$ cat config.mk
export PLATFORM = sky130hd
export DESIGN_NAME = cpu_core_flat
export DESIGN_NICKNAME = d
export VERILOG_FILES = /design/src/rtl/cpu_core_if.sv /design/src/rtl/cpu_core.sv /design/src/flat_wrapper.sv
export SDC_FILE = /design/constraint.sdc
export NUM_CORES = 2
export LEC_CHECK = 0
export CORE_UTILIZATION = 62
export DETAILED_ROUTE_END_ITERATION = 12
export PLACE_DENSITY = 0.81
export SETUP_SLACK_MARGIN = 0.4
export SYNTH_ARGS = -nofsm -noshare
export SYNTH_HDL_FRONTEND = slang
export SYNTH_SLANG_ARGS = --single-unit
$ cat constraint.sdc
create_clock -name clk -period 16 [get_ports clk]
set_clock_uncertainty 0.15 [all_clocks]
set_input_delay 1.6 -clock clk [delete_from_list [all_inputs] [get_ports clk]]
set_output_delay 1.6 -clock clk [all_outputs]
set_load 0.02 [all_outputs]
$ cat src/rtl/cpu_core_if.sv
// Memory-side bus of cpu_core: instruction fetch port and data load/store port.
// The core holds the master modport; the memory models hold the slave.
interface cpu_core_if;
    logic [31:0] instruction_memory_a;
    logic        instruction_memory_en;
    logic [31:0] instruction_memory_v;
    logic [31:0] data_memory_a;
    logic        data_memory_read;
    logic        data_memory_write;
    logic [31:0] data_memory_in_v;
    logic [31:0] data_memory_out_v;

    modport master (
        output instruction_memory_a,
        output instruction_memory_en,
        input  instruction_memory_v,
        output data_memory_a,
        output data_memory_read,
        output data_memory_write,
        output data_memory_out_v,
        input  data_memory_in_v
    );

    modport slave (
        input  instruction_memory_a,
        input  instruction_memory_en,
        output instruction_memory_v,
        input  data_memory_a,
        input  data_memory_read,
        input  data_memory_write,
        input  data_memory_out_v,
        output data_memory_in_v
    );
endinterface

$ cat src/rtl/cpu_core.sv
// Multi-cycle load/store core: FETCH -> EXECUTE (-> MEM) over sixteen 32-bit registers.
// state     | meaning
// S_FETCH   | drive PC to instruction memory, capture the word into IR
// S_EXECUTE | decode IR; ALU/branch/writeback, or latch address/data for a memory op
// S_MEM     | drive data address and one strobe; LDR writes Rd at the closing edge
// S_HALTED  | HALT executed; terminal until reset
// S_ERROR   | undefined opcode executed; terminal until reset
module cpu_core (
    input  logic             clk,
    input  logic             reset,
    input  logic             clk_en,
    cpu_core_if.master       mem,
    output logic [1:0]       error_indicator
);

    typedef enum logic [2:0] {
        S_FETCH,
        S_EXECUTE,
        S_MEM,
        S_HALTED,
        S_ERROR
    } state_t;

    state_t      state_q, state_d;
    logic [31:0] pc_q, pc_d;
    logic [31:0] ir_q, ir_d;
    logic [31:0] dma_q, dma_d;
    logic [31:0] dwd_q, dwd_d;
    logic [31:0] rf_q [16];

    logic        rf_we;
    logic [3:0]  rf_wa;
    logic [31:0] rf_wd;

    logic [7:0]  opcode;
    logic [15:0] imm;
    logic [31:0] imm_sext;
    logic [31:0] rd_val, rn_val, rm_val;
    logic [31:0] br_target;
    logic        is_ldr, is_str;

    assign opcode    = ir_q[31:24];
    assign imm       = ir_q[15:0];
    assign imm_sext  = {{16{imm[15]}}, imm};
    assign rd_val    = rf_q[ir_q[23:20]];
    assign rn_val    = rf_q[ir_q[19:16]];
    assign rm_val    = rf_q[ir_q[3:0]];
    assign br_target = pc_q + 32'd4 + {{14{imm[15]}}, imm, 2'b00};
    assign is_ldr    = (opcode == 8'h20);
    assign is_str    = (opcode == 8'h21);

    always_comb begin
        state_d = state_q;
        pc_d    = pc_q;
        ir_d    = ir_q;
        dma_d   = dma_q;
        dwd_d   = dwd_q;
        rf_we   = 1'b0;
        rf_wa   = ir_q[23:20];
        rf_wd   = '0;
        case (state_q)
            S_FETCH: begin
                ir_d    = mem.instruction_memory_v;
                state_d = S_EXECUTE;
            end
            S_EXECUTE: begin
                state_d = S_FETCH;
                pc_d    = pc_q + 32'd4;
                case (opcode)
                    8'h00: begin rf_we = 1'b1; rf_wd = rn_val + rm_val;           end
                    8'h01: begin rf_we = 1'b1; rf_wd = rn_val - rm_val;           end
                    8'h02: begin rf_we = 1'b1; rf_wd = rn_val & rm_val;           end
                    8'h03: begin rf_we = 1'b1; rf_wd = rn_val | rm_val;           end
                    8'h04: begin rf_we = 1'b1; rf_wd = rn_val ^ rm_val;           end
                    8'h05: begin rf_we = 1'b1; rf_wd = rn_val << rm_val[4:0];     end
                    8'h06: begin rf_we = 1'b1; rf_wd = rn_val >> rm_val[4:0];     end
                    8'h10: begin rf_we = 1'b1; rf_wd = rn_val + imm_sext;         end
                    8'h11: begin rf_we = 1'b1; rf_wd = {16'h0000, imm};           end
                    8'h12: begin rf_we = 1'b1; rf_wd = {imm, rd_val[15:0]};       end
                    8'h20: begin
                        dma_d   = rn_val + imm_sext;
                        state_d = S_MEM;
                    end
                    8'h21: begin
                        dma_d   = rn_val + imm_sext;
                        dwd_d   = rd_val;
                        state_d = S_MEM;
                    end
                    8'h30: pc_d = br_target;
                    8'h31: if (rd_val == rn_val) pc_d = br_target;
                    8'h32: if (rd_val != rn_val) pc_d = br_target;
                    8'hC8: ;
                    8'hFF: begin
                        pc_d    = pc_q;
                        state_d = S_HALTED;
                    end
                    default: begin
                        pc_d    = pc_q;
                        state_d = S_ERROR;
                    end
                endcase
            end
            S_MEM: begin
                if (is_ldr) begin
                    rf_we = 1'b1;
                    rf_wd = mem.data_memory_in_v;
                end
                state_d = S_FETCH;
            end
            S_HALTED: state_d = S_HALTED;
            S_ERROR:  state_d = S_ERROR;
            default:  state_d = S_ERROR;
        endcase
    end

    always_ff @(posedge clk) begin
        if (reset) begin
            state_q <= S_FETCH;
            pc_q    <= '0;
            ir_q    <= '0;
            dma_q   <= '0;
            dwd_q   <= '0;
            for (int i = 0; i < 16; i++) rf_q[i] <= '0;
        end else if (clk_en) begin
            state_q <= state_d;
            pc_q    <= pc_d;
            ir_q    <= ir_d;
            dma_q   <= dma_d;
            dwd_q   <= dwd_d;
            if (rf_we) rf_q[rf_wa] <= rf_wd;
        end
    end

    // Strobes are gated by reset so a pending store is withdrawn before the reset edge.
    assign mem.instruction_memory_a  = pc_q;
    assign mem.instruction_memory_en = !reset && (state_q == S_FETCH);
    assign mem.data_memory_read      = !reset && (state_q == S_MEM) && is_ldr;
    assign mem.data_memory_write     = !reset && (state_q == S_MEM) && is_str;
    assign mem.data_memory_a         = dma_q;
    assign mem.data_memory_out_v     = dwd_q;

    always_comb begin
        case (state_q)
            S_HALTED: error_indicator = 2'b00;
            S_ERROR:  error_indicator = 2'b01;
            default:  error_indicator = 2'b10;
        endcase
    end

endmodule

$ cat src/flat_wrapper.sv
// flat-port wrapper written by rule: the top's interface ports become plain ports
module cpu_core_flat 
  (clk, reset, clk_en, error_indicator, mem_instruction_memory_a, mem_instruction_memory_en, mem_instruction_memory_v, mem_data_memory_a, mem_data_memory_read, mem_data_memory_write, mem_data_memory_out_v, mem_data_memory_in_v);
  cpu_core_if mem_i ();
  input  logic clk;
  input  logic reset;
  input  logic clk_en;
  output logic [1:0] error_indicator;
  output wire logic [$bits(mem_i.instruction_memory_a)-1:0] mem_instruction_memory_a;
  output wire logic [$bits(mem_i.instruction_memory_en)-1:0] mem_instruction_memory_en;
  input wire logic [$bits(mem_i.instruction_memory_v)-1:0] mem_instruction_memory_v;
  output wire logic [$bits(mem_i.data_memory_a)-1:0] mem_data_memory_a;
  output wire logic [$bits(mem_i.data_memory_read)-1:0] mem_data_memory_read;
  output wire logic [$bits(mem_i.data_memory_write)-1:0] mem_data_memory_write;
  output wire logic [$bits(mem_i.data_memory_out_v)-1:0] mem_data_memory_out_v;
  input wire logic [$bits(mem_i.data_memory_in_v)-1:0] mem_data_memory_in_v;
  assign mem_instruction_memory_a = mem_i.instruction_memory_a;
  assign mem_instruction_memory_en = mem_i.instruction_memory_en;
  assign mem_i.instruction_memory_v = mem_instruction_memory_v;
  assign mem_data_memory_a = mem_i.data_memory_a;
  assign mem_data_memory_read = mem_i.data_memory_read;
  assign mem_data_memory_write = mem_i.data_memory_write;
  assign mem_data_memory_out_v = mem_i.data_memory_out_v;
  assign mem_i.data_memory_in_v = mem_data_memory_in_v;
  cpu_core u_core (.clk(clk), .reset(reset), .clk_en(clk_en), .mem(mem_i), .error_indicator(error_indicator));
endmodule
==> results_dict.tcl <==
set metrics [dict create \
    status "completed" \
    postCtsHoldBufs 0 \
    core_um2 76080 \
    synth_xor_area_share_pct 2.950 \
    fin_crit_sh_pct 64.03 \
    worstHoldStart "u_core.mem.data_memory_a[10]" \
    start_kind "flip-flop" \
    die_area_um2 78210 \
    critPathKind "flip-flop to flip-flop" \
    synth_top_family_by_area "multiplexers" \
    cpMaxStageDelayCell "o21ai_1" \
    drtAntennaViolNets 0 \
    synth_warnings 0 \
    place.gp.congestion 1.078 \
    slowest_delay_ns 1.10 \
    max_slew_margin_pct 5.431 \
    drive_gt1_share_pct 16.99 \
    firstDrtPassIters 9 \
    pre_cts_ws_ns 5.974 \
    dieWidth_um 279.7 \
    first_global_vias 40910 \
    clk_latency_ns 0.69 \
    synthSimpleGateAreaFrac_pct 14.27 \
    grt_overflow 0 \
    grt_max_degree 67 \
    io_pins 168 \
    vdd_drop_max_mv 0.1094 \
    postCtsSetupBuffers 0 \
    cts_sinks 653 \
    vias_per_cell 7.648 \
    ys_ff_latch 653 \
    synth_fa_ha_area_share_pct 4.261 \
    cts.reportedPaths.clkPinSlew_ns 0.06 \
    synth_compound_area_share_pct 12.31 \
    cts_root_buf "clkbuf_16" \
    cellPowerDensity_nw_per_um2 106.5 \
    async_flop_share_pct 0 \
    drc 0 \
    synth-edff-count 512 \
    crit_chain "buf_4 -> buf_4 -> buf_4 -> mux4_2 -> mux2_2 -> o21ai_0 -> nand2_1 -> or4_1 -> o31ai_1 -> xnor2_1 -> ha_1 -> a21o_1 -> a21o_1 -> a21oi_1 -> nand2_1 -> a21o_1 -> a21oi_1 -> o21ai_0 -> xnor2_1 -> o22ai_1 -> o21ai_1 -> nor2_1" \
    finalSetupViolations 0 \
    areaGrowthSynthToFinish_pct 10.52 \
    hold_path.class "flip-flop to flip-flop" \
    finalNetCount 4768 \
    synth_commonest_cells "635 x nor2_1, 512 x edfxtp_1, 408 x nand2_1" \
    route.met2.wl_um 83700 \
    first_iter_violations 7945 \
    ys_seq_area_share_pct 38.07 \
    post_drt_wl_per_cell_um 36.06 \
    htreeDepth 3 \
    rows 101 \
    dr_total_vias 43060 \
    layout_min_cycle_time_ns 10.25 \
    routed-wl-met3_um 34540 \
    worstPathArrival_ns 10.45 \
    final_cell_count_no_fill 5630 \
    synth_top_area_cell "edfxtp_1" \
    report.final.slew_viol_count 0 \
    start_util_pct 62.83 \
    crit_fanout 35 \
    drv_cap 0 \
    cts_buffers 72 \
    antenna_found_initial 4 \
    postSynthAreaPerCell_um2 10.62 \
    placedCellCount 5496 \
    finalHoldViolCount 0 \
    synth_cell_type_count 89 \
    grt_pass1_wl_um 285000 \
    p_leak_nw 18.68 \
    cts_tree "done" \
    yosysTopAreaCellShare_pct 32.16 \
    port_buffers 165 \
    die_y_um 279.7 \
    r2r_cells 22 \
    maxUsedRoutingLayer "met5" \
    fmax_mhz 97.61 \
    clockBufferDepth 3 \
    holdPathStages 2 \
    rrSetupSlack_ns 5.75 \
    critical_path.endpoint_type "flip-flop" \
    synth_most_common_cell "nor2_1" \
    wl_um 203000 \
    fin_setup_tns_ns 0 \
    required_ns 16.21 \
    hpwl_um 137400 \
    cts-resized-gates 0 \
    hold-path-endpoint "u_core.mem.data_memory_a[10]" \
    syn-cell-area_um2 47800 \
    wl_met1_um 66180 \
    r2r-end "u_core.rf_q[11][25]" \
    worst_pin_slew_ns 1.409 \
    muxShareOfSynthArea_pct 24.06 \
    postSynthCellCount 4499 \
    track_usage_pct 51.29 \
    setup_ws_ns 5.755 \
    synth_ff_type "edfxtp_1" \
    rsz0062_at_grt "false" \
    synthTopCellsByArea "edfxtp_1 32%, mux4_2 18%, dfxtp_1 5.9%, nor2_1 5.0%, mux2i_1 4.6%" \
]
==> metal layers <==
layer | global-route usage [%] | up-vias
li1 | - | 17140
met1 | 62.78 | 20420
met2 | 72.86 | 4343
met3 | 21.27 | 1161
met4 | 37.33 | 4
met5 | 0.5003 | -
==> through the flow <==
stage | total power [mW] | area, µm² | util [%] | hold WS [ns]
2_1_floorplan | 3.158 | 47800 | - | 0.2859
3_3_place_gp | 3.821 | 50470 | 66.34 | 0.2873
3_5_place_dp | 3.838 | 50470 | 66.34 | 0.2867
4_1_cts | 5.497 | 52820 | 69.43 | 0.3020
5_1_grt | 5.715 | 52820 | 69.43 | 0.3125
6_report | 5.629 | 52830 | 69.44 | 0.2995
==> critical path: cells and delay by family, from the launching register on <==
kind	cells	cell delay, ns
AO/OA/AOI/OAI	10	4.15
XOR/XNOR	2	0.36
adder cells (fa/ha/maj)	1	0.40
buffers and inverters	3	2.07
flip-flops	1	0.88
multiplexers	2	0.89
AND/OR/NAND/NOR	4	0.88
==> state kept, by name (all words and copies together) (netlist names), named ones only <==
register / count
u_core.mem.data_memory_a: 32
u_core.rf_q: 512
u_core.ir_q: 32
u_core.mem.instruction_memory_a: 30
u_core.mem.data_memory_out_v: 32
u_core.state_q: 3
==> layout by cell type, fill, tap and decap left out, types with 18 or more instances in the layout <==
| cell type | Yosys | layout |
|---|---|---|
| ha_1 | 158 | 158 |
| nor2_1 | 635 | 629 |
| a21o_1 | 55 | 55 |
| xnor2_1 | 123 | 123 |
| o21ai_0 | 145 | 144 |
| edfxtp_1 | 512 | 512 |
| nand3_1 | 61 | 60 |
| nor2b_1 | 29 | 27 |
| or3_1 | 18 | 18 |
| a22oi_1 | 45 | 45 |
| o211ai_1 | 33 | 33 |
| dfxtp_1 | 141 | 131 |
| mux2i_1 | 221 | 221 |
| and2_1 | 107 | 107 |
| nand2b_1 | 43 | 27 |
| clkdlybuf4s50_1 | 0 | 164 |
| nand2_1 | 408 | 408 |
| xor2_1 | 38 | 38 |
| a211oi_1 | 45 | 45 |
| a21oi_1 | 269 | 267 |
| and3_1 | 62 | 62 |
| buf_4 | 17 | 146 |
| clkbuf_1 | 216 | 21 |
| a31oi_1 | 27 | 25 |
| a221oi_1 | 70 | 70 |
| inv_1 | 102 | 99 |
| nand4_1 | 24 | 24 |
| mux4_2 | 386 | 386 |
| nor3_1 | 74 | 70 |
| mux2_2 | 51 | 51 |
| clkbuf_16 | 0 | 72 |
==> where the power goes <==
group | switching, mW | internal [mW]
Sequential | 0.0854 | 1.89
Combinational | 1.30 | 0.663
Clock | 0.772 | 0.922
Total | 2.16 | 3.47
==> cells by family (layout without fill, tap and decap cells) <==
logic type                 after synthesis  count (layout)
and+or+nand+nor                       1523            1523
AOI/OAI and AO/OA                      889             889
adders and majority gates              161             161
other                                    1               5
DFF                                    653             653
xor gates and xnor gates               161             161
buffers and inverters                  451             548
muxes                                  660             660
==> worst max path at each step <==
stage | startpoint | to | slack [ns] | depth (start not counted)
finish | flip-flop | u_core.rf_q[11][25] | 5.75 | 22
CTS | flip-flop | u_core.rf_q[11][25] | 5.94 | 23
floorplan | flip-flop | u_core.rf_q[10][27] | 8.69 | 28
detailed placement | flip-flop | u_core.rf_q[8][25] | 5.97 | 23
global placement | flip-flop | u_core.rf_q[2][25] | 6.12 | 23
global route | flip-flop | u_core.rf_q[12][25] | 5.20 | 23
==> layout make-up <==
class	instances	area, µm²
clock buffers	98	1949
diodes	3	7.507
fillers	5435	23250
clock inverters	33	401.6
flip-flops and latches	653	18230
inverters	107	401.6
well taps	1030	1289
repair buffers	310	2738
multi-input cells	3396	27810
No activity file was read; power rests on OpenSTA's default activity.
